<file path="config.mk">
export PLATFORM = sky130hd
export DESIGN_NAME = regbank_seq_flat
export DESIGN_NICKNAME = d
export VERILOG_FILES = /design/src/rtl/regbank_seq_if.sv /design/src/rtl/regbank_seq.sv /design/src/flat_wrapper.sv
export SDC_FILE = /design/constraint.sdc
export NUM_CORES = 1
export LEC_CHECK = 0
export ABC_AREA = 1
export CAP_MARGIN = 5
export CORE_ASPECT_RATIO = 1.25
export CORE_MARGIN = 5
export CORE_UTILIZATION = 47
export CTS_CLUSTER_DIAMETER = 60
export DETAILED_ROUTE_END_ITERATION = 6
export MAX_ROUTING_LAYER = met4
export PLACE_DENSITY = 0.86
export SLEW_MARGIN = 40
export SYNTH_ARGS = -nofsm -noshare
export SYNTH_HDL_FRONTEND = slang
export SYNTH_SLANG_ARGS = --single-unit
</file>
<file path="constraint.sdc">
create_clock -name clk -period 1.75 [get_ports clk]
set_input_delay 0.4375 -clock clk [delete_from_list [all_inputs] [get_ports clk]]
set_output_delay 0.4375 -clock clk [all_outputs]
set_load 0.03 [all_outputs]
</file>
<file path="src/rtl/regbank_seq_if.sv">
// regbank_seq_if: command handshake and bank-control bundle for the
// register-bank sequencer.
//   cmd_valid/cmd_ready : command handshake (one command at a time)
//   cmd_op/dst/src      : operation and register or pair codes
//   hold                : freeze request from the control unit
//   src_sel/ext_sel     : internal-bus source select
//   reg_en              : one-hot register load enable (by register code)
//   busy/done/err       : execution status
// master drives commands (control unit); slave is the sequencer.
interface regbank_seq_if;
  logic       cmd_valid;
  logic       cmd_ready;
  logic [1:0] cmd_op;
  logic [2:0] cmd_dst;
  logic [2:0] cmd_src;
  logic       hold;
  logic [2:0] src_sel;
  logic       ext_sel;
  logic [7:0] reg_en;
  logic       busy;
  logic       done;
  logic       err;

  modport master (
    output cmd_valid, cmd_op, cmd_dst, cmd_src, hold,
    input  cmd_ready, src_sel, ext_sel, reg_en, busy, done, err
  );

  modport slave (
    input  cmd_valid, cmd_op, cmd_dst, cmd_src, hold,
    output cmd_ready, src_sel, ext_sel, reg_en, busy, done, err
  );
endinterface

</file>
<file path="src/rtl/regbank_seq.sv">
// regbank_seq: turns one register-transfer command (MOV, LOAD, XCHG, MOVP)
// into a per-cycle schedule for the 8085 register bank's shared 8-bit bus.
// Ports:
//   clk   : clock, rising edge
//   rst_n : asynchronous active-low reset
//   bus   : regbank_seq_if.slave (command handshake, hold, bus select,
//           one-hot load enables, busy/done/err)
// TMP_IDX is the register code of the W temporary used by XCHG.
module regbank_seq #(
  parameter logic [2:0] TMP_IDX = 3'd6
) (
  input  logic         clk,
  input  logic         rst_n,
  regbank_seq_if.slave bus
);

  localparam logic [1:0] OP_MOV  = 2'b00;
  localparam logic [1:0] OP_LOAD = 2'b01;
  localparam logic [1:0] OP_XCHG = 2'b10;
  localparam logic [2:0] R_D = 3'd2;
  localparam logic [2:0] R_E = 3'd3;
  localparam logic [2:0] R_H = 3'd4;
  localparam logic [2:0] R_L = 3'd5;

  typedef enum logic [3:0] {
    S_IDLE, S_MOV, S_LOAD,
    S_X0, S_X1, S_X2, S_X3, S_X4, S_X5,
    S_PH, S_PL, S_ERR
  } state_t;

  state_t     state;
  state_t     nxt;
  logic [2:0] nxt_src;
  logic [2:0] dst_q;
  logic [2:0] src_q;
  logic [7:0] en;
  logic       fin;

  // Code 6 (M) is not a bank register; pair code 11 has no register pair.
  function automatic logic cmd_illegal(input logic [1:0] op,
                                       input logic [2:0] dst,
                                       input logic [2:0] src);
    case (op)
      OP_MOV:  return (dst == 3'd6) || (src == 3'd6);
      OP_LOAD: return (dst == 3'd6);
      OP_XCHG: return 1'b0;
      default: return (dst[1:0] == 2'b11) || (src[1:0] == 2'b11);
    endcase
  endfunction

  function automatic state_t next_state(input state_t s, input logic valid,
                                        input logic [1:0] op,
                                        input logic [2:0] dst,
                                        input logic [2:0] src);
    state_t n;
    n = S_IDLE;
    case (s)
      S_IDLE:
        if (!valid)                      n = S_IDLE;
        else if (cmd_illegal(op, dst, src)) n = S_ERR;
        else begin
          case (op)
            OP_MOV:  n = S_MOV;
            OP_LOAD: n = S_LOAD;
            OP_XCHG: n = S_X0;
            default: n = S_PH;
          endcase
        end
      S_X0:    n = S_X1;
      S_X1:    n = S_X2;
      S_X2:    n = S_X3;
      S_X3:    n = S_X4;
      S_X4:    n = S_X5;
      S_PH:    n = S_PL;
      default: n = S_IDLE;
    endcase
    return n;
  endfunction

  // Bus source for a step. XCHG routes D/H and E/L through W; MOVP maps
  // pair p to high register 2p and low register 2p+1.
  function automatic logic [2:0] step_src(input state_t s, input logic [2:0] src);
    case (s)
      S_MOV:       return src;
      S_X0:        return R_D;
      S_X1:        return R_H;
      S_X2, S_X5:  return TMP_IDX;
      S_X3:        return R_E;
      S_X4:        return R_L;
      S_PH:        return {src[1:0], 1'b0};
      S_PL:        return {src[1:0], 1'b1};
      default:     return 3'd0;
    endcase
  endfunction

  always_comb begin
    nxt     = next_state(state, bus.cmd_valid, bus.cmd_op, bus.cmd_dst, bus.cmd_src);
    nxt_src = step_src(nxt, (state == S_IDLE) ? bus.cmd_src : src_q);
  end

  // Bus-select outputs are registered from the upcoming state so they are
  // stable for the whole step; hold freezes state and these outputs together.
  always_ff @(posedge clk or negedge rst_n) begin
    if (!rst_n) begin
      state       <= S_IDLE;
      dst_q       <= 3'd0;
      src_q       <= 3'd0;
      bus.src_sel <= 3'd0;
      bus.ext_sel <= 1'b0;
      bus.busy    <= 1'b0;
    end else if (!bus.hold) begin
      if (state == S_IDLE && bus.cmd_valid) begin
        dst_q <= bus.cmd_dst;
        src_q <= bus.cmd_src;
      end
      state       <= nxt;
      bus.src_sel <= nxt_src;
      bus.ext_sel <= (nxt == S_LOAD);
      bus.busy    <= (nxt != S_IDLE);
    end
  end

  // Step decode: at most one enable bit per state; fin marks the last step.
  always_comb begin
    en  = 8'h00;
    fin = 1'b0;
    case (state)
      S_MOV, S_LOAD: begin en[dst_q] = 1'b1; fin = 1'b1; end
      S_X0, S_X3:    en[TMP_IDX] = 1'b1;
      S_X1:          en[R_D] = 1'b1;
      S_X2:          en[R_H] = 1'b1;
      S_X4:          en[R_E] = 1'b1;
      S_X5:          begin en[R_L] = 1'b1; fin = 1'b1; end
      S_PH:          en[{dst_q[1:0], 1'b0}] = 1'b1;
      S_PL:          begin en[{dst_q[1:0], 1'b1}] = 1'b1; fin = 1'b1; end
      S_ERR:         fin = 1'b1;
      default:       ;
    endcase
  end

  assign bus.reg_en    = bus.hold ? 8'h00 : en;
  assign bus.done      = fin && !bus.hold;
  assign bus.err       = (state == S_ERR) && !bus.hold;
  assign bus.cmd_ready = rst_n && (state == S_IDLE) && !bus.hold;

endmodule
</file>
<file path="src/flat_wrapper.sv">
// flat-port wrapper written by rule: the top's interface ports become plain ports
module regbank_seq_flat 
#(
  parameter logic [2:0] TMP_IDX = 3'd6
)
  (clk, rst_n, bus_cmd_valid, bus_cmd_op, bus_cmd_dst, bus_cmd_src, bus_hold, bus_cmd_ready, bus_src_sel, bus_ext_sel, bus_reg_en, bus_busy, bus_done, bus_err);
  regbank_seq_if bus_i ();
  input  logic clk;
  input  logic rst_n;
  input wire logic [$bits(bus_i.cmd_valid)-1:0] bus_cmd_valid;
  input wire logic [$bits(bus_i.cmd_op)-1:0] bus_cmd_op;
  input wire logic [$bits(bus_i.cmd_dst)-1:0] bus_cmd_dst;
  input wire logic [$bits(bus_i.cmd_src)-1:0] bus_cmd_src;
  input wire logic [$bits(bus_i.hold)-1:0] bus_hold;
  output wire logic [$bits(bus_i.cmd_ready)-1:0] bus_cmd_ready;
  output wire logic [$bits(bus_i.src_sel)-1:0] bus_src_sel;
  output wire logic [$bits(bus_i.ext_sel)-1:0] bus_ext_sel;
  output wire logic [$bits(bus_i.reg_en)-1:0] bus_reg_en;
  output wire logic [$bits(bus_i.busy)-1:0] bus_busy;
  output wire logic [$bits(bus_i.done)-1:0] bus_done;
  output wire logic [$bits(bus_i.err)-1:0] bus_err;
  assign bus_i.cmd_valid = bus_cmd_valid;
  assign bus_i.cmd_op = bus_cmd_op;
  assign bus_i.cmd_dst = bus_cmd_dst;
  assign bus_i.cmd_src = bus_cmd_src;
  assign bus_i.hold = bus_hold;
  assign bus_cmd_ready = bus_i.cmd_ready;
  assign bus_src_sel = bus_i.src_sel;
  assign bus_ext_sel = bus_i.ext_sel;
  assign bus_reg_en = bus_i.reg_en;
  assign bus_busy = bus_i.busy;
  assign bus_done = bus_i.done;
  assign bus_err = bus_i.err;
  regbank_seq #(.TMP_IDX(TMP_IDX)) u_core (.clk(clk), .rst_n(rst_n), .bus(bus_i));
endmodule
</file>
==> summary by stage, run 1 <==
Clocking
The clock input transition at the sequential cells of the worst setup and hold paths is 100 ps. The clock latency reported for the late side of the worst-skew pair is 310 ps. The total of hold buffers inserted after clock tree synthesis is 0.

The number of clock buffers inserted by TritonCTS is 3. The tree is rooted in a sky130_fd_sc_hd__clkbuf_4. CTS built an H-tree with a depth of 1.

The number of buffers between clock root and the deepest sink is 2. The TritonCTS clock tree is done. The count of clock tree sinks is 15.

Critical path
The critical path's slowest cell is sky130_fd_sc_hd__dfrtp_2. The critical path's largest stage delay is 460 ps. The slack of the worst reg-to-reg path is -340 ps. By instance count, the cell type seen most on the critical path is sky130_fd_sc_hd__inv_2. The critical path class is reg -> out. Counting cells, the worst reg-to-reg path comes to 15.

The endpoint identified for the worst register-to-register timing path is u_core.bus.src_sel[2]. STA puts the critical path data required time at 1310 ps. In this run the worst path has a maximum fanout of 5. The kind of cell with the highest combined delay along the critical path is simple AND/OR/NAND/NOR gates. The nature of the critical path startpoint is a flop. The number of buffers and inverters on the critical path is 3. The data arrival at the endpoint of the critical path is 1820 ps. The critical path endpoint category is an output port.

The critical path goes through inv_2, nor2_4, nand2_2, inv_2, nand3_1, a31oi_4, buf_6. In this run the critical register-to-register path is launched from u_core.state[1].

Floorplanning
The height of the chip is 68.4 um. The initial standard-cell utilization of the core is 48.3%. The floorplan row count is 21.

The full die area is 0.00388 mm^2. The die is 56.7 um wide. Pin placement for this block handled 28 I/O pins. The area of the core is 0.00265 mm^2.

Timing
The worst hold margin is 493 ps. The number of hold violations in the final report came to 0. For the pin with the worst max-slew slack, the measured transition is 410 ps. The fmax is 0.443 GHz. Setup repair after global routing could not meet its margin everywhere. Between clock sinks in the finished design, the worst skew comes to 5.88 ps. The portion of the clock cycle consumed by the worst path in the final layout is 129%. The worst slew margin relative to its limit is 72.6%.

Setup violations remaining at the end of the flow were counted as 15. The setup slack of the critical path after layout is -507 ps. The final period demand of the worst path is 2260 ps.

The max-slew violation count is 0.

Placed design
The post-detailed-placement half-perimeter wirelength is 2890 um. The number of I/O port buffers is 27. The congestion estimate from routability-driven global placement came to 0.894.

Finish
Registers take 379 um^2. In the layout the commonest cells are sky130_fd_sc_hd__nand2_1, sky130_fd_sc_hd__buf_4, sky130_fd_sc_hd__inv_1. The number of inserted filler cells in the final layout is 144. Measured on the finished design, the core utilization comes to 85.8%. Relative to the synthesized area, the layout overhead comes to 77.6%. The fraction of final layout cells with drive strength greater than 1 is 49.4%. 0 antenna diodes ended up in the layout. The final net count is 282. Summing all multi-input logic gate instances after layout gives 0.00107 mm^2.

Synthesis
By area the synthesized netlist is led by sky130_fd_sc_hd__dfrtp_1, sky130_fd_sc_hd__nand2_1, sky130_fd_sc_hd__inv_1, sky130_fd_sc_hd__nand3_1, sky130_fd_sc_hd__o21ai_0. The net count after synthesis is 211. The post-synthesis cell type count is 28. The cell type with the largest total area after synthesis is sky130_fd_sc_hd__dfrtp_1. During synthesis, Yosys emitted a total of 0 warnings. The number of cells produced by synthesis is 195. The flop and latch count out of synthesis is 15. The fraction of synthesized cell area taken by the top area cell type is 29.3%.

A synthesized cell averages 6.57 um^2. The sequential element share of the synthesized area is 29.3%. The total standard cell area after synthesis is 0.00128 mm^2.

GRT
The total congestion overflow is 0. The maximum number of pins on one net before global-route repair is 16. The initial antenna violation count is 0.

The wire length of the first global-routing pass is 6480 um. Global routing used 2.08% of the available met3 tracks. The routing layer with the top usage in global route is met2. The number of global-route vias before repair came to 1487.

The global routing usage on met1 is 21.4%. Global routing consumed, on the met2 layer, 45.5% of the routing resources. For this run, the total global-route usage over all layers was measured as 22.4%.

Outcome
The checks that failed: setup timing. The run finished, with violations left.

Drt
The count of nets left with antenna violations once routing finished came out at 0. For this run, the detailed router's first-pass iteration total came to 7. For this run, design rule violations remaining after detail routing come to 0. The first routing iteration left 166 violations. Wires add up to 5400 um. The mean routed wirelength per cell is 18.1 um.

After detailed routing, the number of vias per cell comes to 5.74. The detailed-route via count is 1715.

Worst hold path
The worst hold path belongs to the class reg -> reg. The worst hold path passes through 2 cells. For hold timing, the worst endpoint is u_core.bus.src_sel[0].

The start point of the worst min-delay path is u_core.bus.src_sel[0].

Pwr
IR analysis of the VDD net gives a maximum drop of 0.00100 V. The static power due to leakage is 0.00114 uW. For this design the ratio of total power to cell area is 1530 mW/mm^2.

Job
Max-cap violations in this run came to 0.
==> final cells by class <==
type / instances / share of cell area [%]
tap: 34 / 1.87
clock inverter: 1 / 0.220
inverter: 31 / 5.11
multi-input combinational: 144 / 46.9
clock buffer: 3 / 0.990
timing repair buffer: 71 / 28.3
sequential: 15 / 16.7
==> where the power goes <==
part	internal [uW]	leakage, uW	switching [uW]
sequential	491	0.000187	158
combinational	1080	0.000932	1530
clock	85.5	0.0000177	133
==> worst min-delay path, stage by stage, from the launching register on <==
cell	delay [ps]
sky130_fd_sc_hd__dfrtp_1	350
sky130_fd_sc_hd__nand2_1	60
sky130_fd_sc_hd__nand2_1	60
==> synth_stat cells <==
| cell type | instances |
|---|---|
| sky130_fd_sc_hd__a21oi_1 | 6 |
| sky130_fd_sc_hd__ha_1 | 4 |
| sky130_fd_sc_hd__inv_2 | 5 |
| sky130_fd_sc_hd__nand2_4 | 2 |
| sky130_fd_sc_hd__nand3_2 | 1 |
| sky130_fd_sc_hd__nor2_8 | 1 |
| sky130_fd_sc_hd__clkbuf_1 | 3 |
| sky130_fd_sc_hd__o21ai_0 | 13 |
| sky130_fd_sc_hd__nor2_4 | 3 |
| sky130_fd_sc_hd__dfrtp_1 | 15 |
| sky130_fd_sc_hd__buf_2 | 1 |
| sky130_fd_sc_hd__nor3_1 | 2 |
| sky130_fd_sc_hd__o21bai_1 | 1 |
| sky130_fd_sc_hd__a22o_1 | 1 |
| sky130_fd_sc_hd__nor2_1 | 17 |
| sky130_fd_sc_hd__a21oi_2 | 1 |
| sky130_fd_sc_hd__o21a_1 | 1 |
| sky130_fd_sc_hd__mux2_2 | 1 |
| sky130_fd_sc_hd__a31oi_1 | 6 |
| sky130_fd_sc_hd__nand4_1 | 7 |
| sky130_fd_sc_hd__inv_1 | 25 |
| sky130_fd_sc_hd__buf_6 | 1 |
| sky130_fd_sc_hd__nand3_1 | 13 |
| sky130_fd_sc_hd__nand2_2 | 5 |
| sky130_fd_sc_hd__nand2_1 | 54 |
| sky130_fd_sc_hd__clkinv_1 | 1 |
| sky130_fd_sc_hd__nor2_2 | 4 |
| sky130_fd_sc_hd__o211ai_1 | 1 |
==> sequential cells by signal, indices dropped and copies added (netlist names) <==
name                cells
u_core.dst_q            3
u_core.bus.busy         1
u_core.bus.ext_sel      1
u_core.bus.src_sel      3
u_core.src_q            3
u_core.state            4
==> cells by family after synthesis <==
| kind of cell | after synthesis | synth area share (%) |
|---|---|---|
| mux | 1 | 0.879 |
| fa+ha+maj | 4 | 3.91 |
| flops | 15 | 29.3 |
| compound gates | 30 | 13.5 |
| simple gates | 109 | 41.2 |
| buf+inv | 36 | 11.2 |
==> through the flow <==
step | area (um^2) | TNS (ps) | total power [uW] | instances | setup WS (ps)
floorplan | 1400 | -3.75 | 1770 | 195 | -3.75
global placement | 1910 | -4640 | 2360 | 283 | -539
detailed placement | 1910 | -5250 | 2400 | 283 | -555
CTS | 2100 | -2990 | 2950 | 295 | -359
global route | 2280 | -6350 | 3640 | 299 | -541
finish | 2280 | -5090 | 3470 | 299 | -507
==> routing by layer <==
metal | vias to the layer above | part of all wire [%]
met2 | 122 | 51
li1 | 762 | -
met3 | 44 | 6.6
met5 | - | 0
met1 | 787 | 35
met4 | 0 | 7.6
==> what timing repair did <==
action                     in CTS  in global routing
pin swaps                      21                 17
setup buffers                   8                  6
setup endpoints to repair      23                 21
gates resized for setup        52                 45
==> worst max path at each step <==
| stage | slack, ps | endpoint | start | depth (start not counted) |
|---|---|---|---|---|
| finish | -510 | bus_reg_en[2] | u_core.state[3] | 7 |
| detailed placement | -550 | u_core.bus.src_sel[1] | bus_cmd_op[1] | 19 |
| CTS | -360 | bus_reg_en[5] | u_core.state[0] | 8 |
| global placement | -540 | u_core.bus.src_sel[2] | bus_cmd_op[1] | 17 |
| floorplan | -4 | bus_err | bus_hold | 2 |
| global route | -540 | bus_reg_en[2] | u_core.state[3] | 7 |
No activity file was read; power rests on OpenSTA's default activity.
==> run 2: changes to the inputs <==
--- a/config.mk
+++ b/config.mk
@@ -9,11 +9,12 @@
 export CAP_MARGIN = 5
 export CORE_ASPECT_RATIO = 1.25
 export CORE_MARGIN = 5
-export CORE_UTILIZATION = 47
+export CORE_UTILIZATION = 50
 export CTS_CLUSTER_DIAMETER = 60
 export DETAILED_ROUTE_END_ITERATION = 6
 export MAX_ROUTING_LAYER = met4
-export PLACE_DENSITY = 0.86
+export PLACE_DENSITY = 0.9
+export SKIP_CTS_REPAIR_TIMING = 1
 export SLEW_MARGIN = 40
 export SYNTH_ARGS = -nofsm -noshare
 export SYNTH_HDL_FRONTEND = slang
==> run 2 against run 1 <==
  * The flow still finishes with violations (setup timing)
  * Flip-flop and latch count unchanged
  * Sequential power up 0.6%
  * Via count down 2.1%
  * Critical endpoint is now bus_reg_en[3]
  * Register-to-register slack better by 100 ps
  * Sequential share of layout area up 1.1 points
  * Clock skew down 2.8 ps
  * Worst setup slack better by 44 ps
  * Non-clock buffer count down 5
  * First-iteration DRC count down 55%
  * Critical path depth up 1
==> summary by stage, run 2 (synthesis results as in run 1) <==
Placed design
Detailed placement finished with a half-perimeter wire length of 2990 um. The weighted congestion reported at the end of routability-driven placement is 0.935. Including well taps, the total number of placed cells is 283.

The number of I/O port buffers is 27.

GRT
In the global route stage, overall resource usage came out at 21.5%. The initial antenna violation count is 0. The maximum number of pins on one net before global-route repair is 16. The first global-routing pass estimated 6030 um of wire. The number of global-route vias before repair came to 1450. The total congestion overflow is 0.

Critical path
The critical path endpoint category is an output port. The biggest fanout along the worst timing path is 5. The required time at the worst-slack endpoint is 1310 ps. The worst setup path is launched from a flop. The critical path in this run is classified as reg -> out. Data on the critical path arrives at its endpoint at 1780 ps.

Drt
The detailed router placed 1679 vias in this run. Dividing the detail-routed wire length by the instance count gives 17.2 um. The starting DRC count in detailed routing is 75. The post-route antenna net violation count is 0. For this run, design rule violations remaining after detail routing come to 0. The average vias per placed instance is 5.73. The number of detailed-routing iterations run before antenna repair is 4. Wires add up to 5050 um.

Job
The number of max-cap violations is 0.

Timing
Setup slack on the critical path of the routed design comes to -464 ps. The actual transition at the worst max-transition pin is 374 ps. The portion of the clock cycle consumed by the worst path in the final layout is 127%.

Final hold analysis gives a worst-case slack of 462 ps. Setup violations remaining at the end of the flow were counted as 14. The final period demand of the worst path is 2210 ps. The fmax is 0.452 GHz.

Measured against its own limit, the worst slew margin works out to 75.1%. The number of hold violations in the final report is 0. Setup repair after global routing could not meet its margin everywhere.

The max-slew violation count is 0. For the final database, setup skew stands at 3.12 ps.

Floorplanning
Once the floorplan was initialized, standard cells occupied 52.2% of the core. The floorplan step set the die height to 66.6 um. The area of the core is 0.00245 mm^2. For this design the top-level I/O count stands at 28. The initialized floorplan defines 20 standard-cell rows.

The full die area is 0.00368 mm^2. In this run the horizontal extent of the chip is 55.3 um.

Clocking
CTS built an H-tree with a depth of 1. The number of clock buffers inserted by TritonCTS is 3. TritonCTS built the clock tree.

After clock tree synthesis, the clock-pin slew on the worst setup and hold paths is 90 ps. The clock net in this run drives a total of 15 sinks. The clock latency reported for the late side of the worst-skew pair is 300 ps. In this run the deepest clock path goes through 2 buffers. The cell at the root of the clock tree is sky130_fd_sc_hd__clkbuf_4.

Pwr
The power density relative to cell area is 1450 mW/mm^2. The maximum ir drop on the vdd rail is 0.00105 V. For this design the static power due to leakage is 0.00117 uW.

Outcome
The flow ran to the end, but the final reports show violations. The checks that failed: setup timing.

Finish
Leaving out fill and tap cells, the most frequent cells in the layout are sky130_fd_sc_hd__buf_4, sky130_fd_sc_hd__nand2_1, sky130_fd_sc_hd__inv_1. The layout-stage area growth over the synthesis result is 66.8%. The number of flip-flops in the largest register is 4. The number of inserted filler cells in the final layout is 115. The final net count is 277.

The finished layout holds 293 standard cells, fillers aside. The fraction of final layout cells with drive strength greater than 1 is 42.7%. Counting flops per register, the top entry is u_core.state. The library cell used most frequently in the layout, excluding fill and tap cells, is sky130_fd_sc_hd__buf_4.

The number of antenna diodes in the final layout is 0.

Worst hold path
The path class of the tightest hold or removal check is in -> reg.
run 2: cell count changes in the layout (fill, tap and decap cells not counted), sizes merged:
cell	before	now
dlygate4sd2	14	0
dlymetal6s2s	0	14
buf	55	50
clkbuf	3	4
clkinv	2	1
run 2: layout make-up:
| class | count | area, um^2 | share of cell area, % |
|---|---|---|---|
| Clock buffer | 4 | 26.3 | 1.23 |
| Inverter | 31 | 116 | 5.44 |
| Multi-Input combinational cell | 144 | 976 | 45.7 |
| Sequential cell | 15 | 380 | 17.8 |
| Tap cell | 33 | 41.3 | 1.93 |
| Timing Repair Buffer | 66 | 597 | 27.9 |
run 2: path summary, 6_finish.rpt:
| check | endpoint | depth (start not counted) | slack [ps] | from |
|---|---|---|---|---|
| max in group asynchronous | u_core.state[1] | 2 | 1070 | rst_n |
| setup reg to reg | u_core.bus.src_sel[1] | 16 | -240 | u_core.state[0] |
| hold reg to reg | u_core.bus.src_sel[0] | 2 | 480 | u_core.bus.src_sel[0] |
| hold / removal | u_core.dst_q[2] | 2 | 460 | bus_cmd_dst[2] |
| min in group asynchronous | u_core.dst_q[0] | 2 | 490 | rst_n |
| setup / recovery | bus_reg_en[3] | 8 | -460 | u_core.state[0] |
run 2: through the flow:
stage | total power (uW) | setup TNS, ps | utilization, % | worst slack, ps | area (um^2)
after floorplan | 1770 | -3.75 | - | -3.75 | 1400
after global placement | 2370 | -4300 | 77.7 | -521 | 1900
after detailed placement | 2420 | -5200 | 77.7 | -620 | 1900
after CTS | 2640 | -5350 | 78.7 | -490 | 1930
after global routing | 3280 | -5400 | 87.1 | -547 | 2140
final | 3100 | -4380 | 87.1 | -464 | 2140
run 2: metal layers:
metal / up-vias / part of all wire [%] / track usage (%) / wire [um]
met5: - / 0 / - / 0
met4: 0 / 5.5 / 11.2 / 276
met3: 25 / 5.9 / 2.13 / 299
met2: 106 / 54 / 43.2 / 2720
met1: 792 / 35 / 19.9 / 1750
li1: 756 / - / - / -
run 2: power by group:
| group | switching, uW | leakage, uW | internal, uW |
|---|---|---|---|
| Clock | 121 | 0.0000150 | 89.3 |
| Sequential | 162 | 0.000186 | 491 |
| Combinational | 1350 | 0.000966 | 888 |
run 2: critical path: stages (launching register included):
cell                      delay [ps]
sky130_fd_sc_hd__dfrtp_2         480
sky130_fd_sc_hd__nand2_2         110
sky130_fd_sc_hd__inv_2            50
sky130_fd_sc_hd__nor2_4          140
sky130_fd_sc_hd__nand2_4          80
sky130_fd_sc_hd__nor3_4          210
sky130_fd_sc_hd__nand2_2          90
sky130_fd_sc_hd__a31oi_4         150
sky130_fd_sc_hd__buf_6           150
==> run 3: changes to the inputs <==
--- a/config.mk
+++ b/config.mk
@@ -5,11 +5,11 @@
 export SDC_FILE = /design/constraint.sdc
 export NUM_CORES = 1
 export LEC_CHECK = 0
-export ABC_AREA = 1
+export ABC_AREA = 0
 export CAP_MARGIN = 5
 export CORE_ASPECT_RATIO = 1.25
 export CORE_MARGIN = 5
-export CORE_UTILIZATION = 50
+export CORE_UTILIZATION = 51
 export CTS_CLUSTER_DIAMETER = 60
 export DETAILED_ROUTE_END_ITERATION = 6
 export MAX_ROUTING_LAYER = met4
==> constraint.sdc (replaced) <==
create_clock -name clk -period 2.45 [get_ports clk]
set_input_delay 0.6125 -clock clk [delete_from_list [all_inputs] [get_ports clk]]
set_output_delay 0.6125 -clock clk [all_outputs]
set_load 0.03 [all_outputs]
==> run 3 against run 2 <==
  * The run still ends with setup timing left
  * Clock power decreased by 31%
  * Cell count down 14%
  * Die area rose by 4.3%
  * Global-route usage up 0.80 points
  * Sequential share of layout area rose by 0.20 points
==> summary by stage, run 3 <==
Finish
The number of antenna diodes in the final layout is 0. Leaving out fill and tap cells, the most frequent cell in the layout is sky130_fd_sc_hd__buf_4. The register with the most flip-flops is u_core.state. Relative to the synthesized area, the layout overhead comes to 52.3%. In the layout the commonest cells are sky130_fd_sc_hd__buf_4, sky130_fd_sc_hd__a21oi_1, sky130_fd_sc_hd__dfrtp_1. The final net count is 235. Summing all non-filler instances in the final layout gives an area of 0.00209 mm^2. The register with the most flip-flops in the layout has 4 of them. The filler cells instantiated in the layout total 175. Of the cells placed in the final design, the portion with a size suffix greater than 1 is 45.0%.

Floorplanning
The floorplan step set the die width to 56.4 um. The initial standard-cell utilization of the core is 52.3%. The floorplan row count is 21. The area of the core is 0.00263 mm^2. The floorplan step defined a die boundary enclosing 0.00384 mm^2. Pin placement for this block handled 28 I/O pins.

The height of the chip is 68.0 um.

Synthesis
The leading cell type by number of instances after synthesis is sky130_fd_sc_hd__nor2_1. Of all flip-flops after synthesis, the portion carrying an async set or reset was 100%. Yosys printed 0 warnings. Averaged over all synthesized cells, the footprint is 8.48 um^2. The leading register cell type out of synthesis is sky130_fd_sc_hd__dfrtp_1. After synthesis, flip-flops and latches occupy 27.3% of the total area. Synthesis instantiated 56 different standard cells from the library. The largest total area in the synthesized netlist belongs to sky130_fd_sc_hd__dfrtp_1. The synthesized netlist occupies a cell area of 0.00137 mm^2. By area the synthesized netlist is led by sky130_fd_sc_hd__dfrtp_1, sky130_fd_sc_hd__mux2_2, sky130_fd_sc_hd__a21oi_1, sky130_fd_sc_hd__nor2_1, sky130_fd_sc_hd__ha_1. The flop and latch count out of synthesis is 15. The fraction of synthesized cell area taken by the top area cell type is 27.3%. After synthesis, the most frequently instantiated cells are sky130_fd_sc_hd__nor2_1, sky130_fd_sc_hd__a21oi_1, sky130_fd_sc_hd__dfrtp_1, sky130_fd_sc_hd__nand2_1.

The net count after synthesis is 178. The synthesized design contains 0 enable-type register cells. The cell count after synthesis came out at 162.

Clocking
The tree is rooted in a sky130_fd_sc_hd__clkbuf_4. The clock input transition at the sequential cells of the worst setup and hold paths is 90 ps. The number of clock buffers inserted by TritonCTS is 3. The tree built by TritonCTS fans out to 15 sinks.

The clock latency reported for the late side of the worst-skew pair is 290 ps. Counting along the longest clock path gives a buffer depth of 2. The TritonCTS clock tree is done. CTS built an H-tree with a depth of 1.

Drt
The wire length after detailed routing is 4310 um. The number of detailed-routing iterations run before antenna repair is 4. The detailed-route via count is 1505. The mean routed wirelength per cell is 17.1 um. The detailed router finished its first iteration with 40 violations. The post-route antenna net violation count is 0. The average vias per placed instance is 5.97. The number of design rule violations left after detail routing is 0.

Timing
Across all setup checks in the final design, the least slack found is -266 ps. The smallest clock period supported by the final layout is computed as 2720 ps. The fmax is 0.368 GHz.

Dividing the final minimum period by the clock period gives 111%. The number of hold violations in the final report is 0. Adding up every negative setup slack in the final design gives -1420 ps. Setup repair after global routing could not meet its margin everywhere.

The max-slew violation count is 0. Hold is met by 513 ps. Across the routed clock network, the largest skew measured is 2.63 ps. Headroom to the max-slew limit came out at 66.4%. The number of setup violations in the final report is 8. The actual transition at the worst max-transition pin is 502 ps.

Pwr
IR analysis of the VDD net gives a maximum drop of 0.000802 V. For this design the ratio of total power to cell area is 1090 mW/mm^2. The completed layout was analyzed and its total power is 2280 uW. For this design the static power due to leakage is 0.000946 uW.

Critical path
The data arrival at the endpoint of the critical path is 2100 ps. The nature of the critical path startpoint is a flop. On the critical path, the stage with the largest delay is an instance of sky130_fd_sc_hd__or4b_4. The startpoint identified for the worst register-to-register timing path is u_core.state[0]. The worst reg2reg path depth is 8.

The most critical setup path has its startpoint at u_core.state[1]. The critical path is of the reg -> out type. On the worst path, the slowest cell contributes a delay of 530 ps. The critical path goes through xnor2_1, or4b_4, buf_4, a2111oi_4, buf_4. Along the worst path, the maximum fanout reaches 4. The cell that appears most often on the critical path is sky130_fd_sc_hd__buf_4. Setup slack on the worst reg-to-reg path comes out at 30 ps. The critical path endpoint category is an output port. The end of the worst register-to-register path is u_core.bus.src_sel[0]. The endpoint of the worst setup timing path is bus_reg_en[7]. The required time at the worst-slack endpoint is 1840 ps.

Placed design
The wire-length estimate of the detail-placed layout is 3160 um. The cell area reported after detailed placement is 0.00189 mm^2. Timing analysis after detailed placement gives a worst setup slack of -631 ps. The number of I/O port buffers is 27. Routability-driven placement finished with a final weighted congestion of 0.928.

GRT
The total congestion overflow is 0. The number of global-route vias before repair was 1497. Entering global routing, the biggest net connects 25 pins.

The initial antenna violation count is 0. Global routing consumed, over all layers together, 22.3% of the routing resources. The first global-routing pass estimated 6660 um of wire.

Outcome
The run finished, with violations left. The final reports fail on setup timing.

Worst hold path
The type of the most critical hold path is reg -> reg. The instance count along the most critical hold path is 2.

Job
The number of max-cap violations is 0.
[run 3: cell types whose count changed after synthesis, moves of 4 or more]
cell,before,now
sky130_fd_sc_hd__nand4_1,7,0
sky130_fd_sc_hd__mux2_2,1,8
sky130_fd_sc_hd__nand3_1,13,0
sky130_fd_sc_hd__nand2_1,54,10
sky130_fd_sc_hd__inv_1,25,8
sky130_fd_sc_hd__inv_2,5,0
sky130_fd_sc_hd__a21oi_1,6,15
sky130_fd_sc_hd__nand2_2,5,1
sky130_fd_sc_hd__o21ai_0,13,8
sky130_fd_sc_hd__nor3_1,2,6
[run 3: kinds of logic after synthesis]
logic type | share of synthesized area (%)
buffers and inverters | 6.19
AND/OR/NAND/NOR | 30.0
AO/OA/AOI/OAI | 21.4
multiplexers | 9.56
flip-flops | 27.3
adder cells (fa/ha/maj) | 3.64
XOR/XNOR | 1.91
[run 3: worst min-delay path by stage]
stage	startpoint	end	slack (ps)
floorplan	rst_n	u_core.bus.busy	320
global placement	u_core.bus.ext_sel	u_core.bus.ext_sel	470
detailed placement	u_core.bus.ext_sel	u_core.bus.ext_sel	490
CTS	u_core.bus.ext_sel	u_core.bus.ext_sel	520
global route	u_core.src_q[1]	u_core.src_q[1]	550
finish	u_core.bus.ext_sel	u_core.bus.ext_sel	510
[run 3: per-stage QoR]
step                cells  util (%)
floorplan             162         -
global placement      243      71.9
detailed placement    243      71.9
CTS                   247      72.9
global route          252      79.6
finish                252      79.6
[run 3: where the power goes]
group          internal (uW)  switching, uW  total, uW
Sequential               356            134        490
Clock                   60.7           84.2        145
Combinational            784            865       1650
[run 3: worst max-delay path: cells and delay by family, from the launching register on]
family	cells	cell delay, ps
buffers and inverters	2	380
AND/OR/NAND/NOR	1	530
XOR/XNOR	1	190
flip-flops	1	420
AO/OA/AOI/OAI	1	300
[run 3: final cells by class]
cell class              count  area, um^2  share of cell area [%]
multi-input cells         129        1080                    51.6
repair buffers             62         537                    25.7
flip-flops and latches     15         377                    18.0
well taps                  34        42.5                    2.03
inverters                   8        30.0                    1.44
clock buffers               3        22.5                    1.08
clock inverters             1        5.00                   0.239
[run 3: layer usage]
layer | vias to the layer above | track usage (%) | part of all wire [%]
met1 | 733 | 22.5 | 37
met4 | 0 | 11.0 | 2.6
li1 | 701 | - | -
met2 | 59 | 41.9 | 55
met5 | - | - | 0
met3 | 12 | 3.40 | 5.9
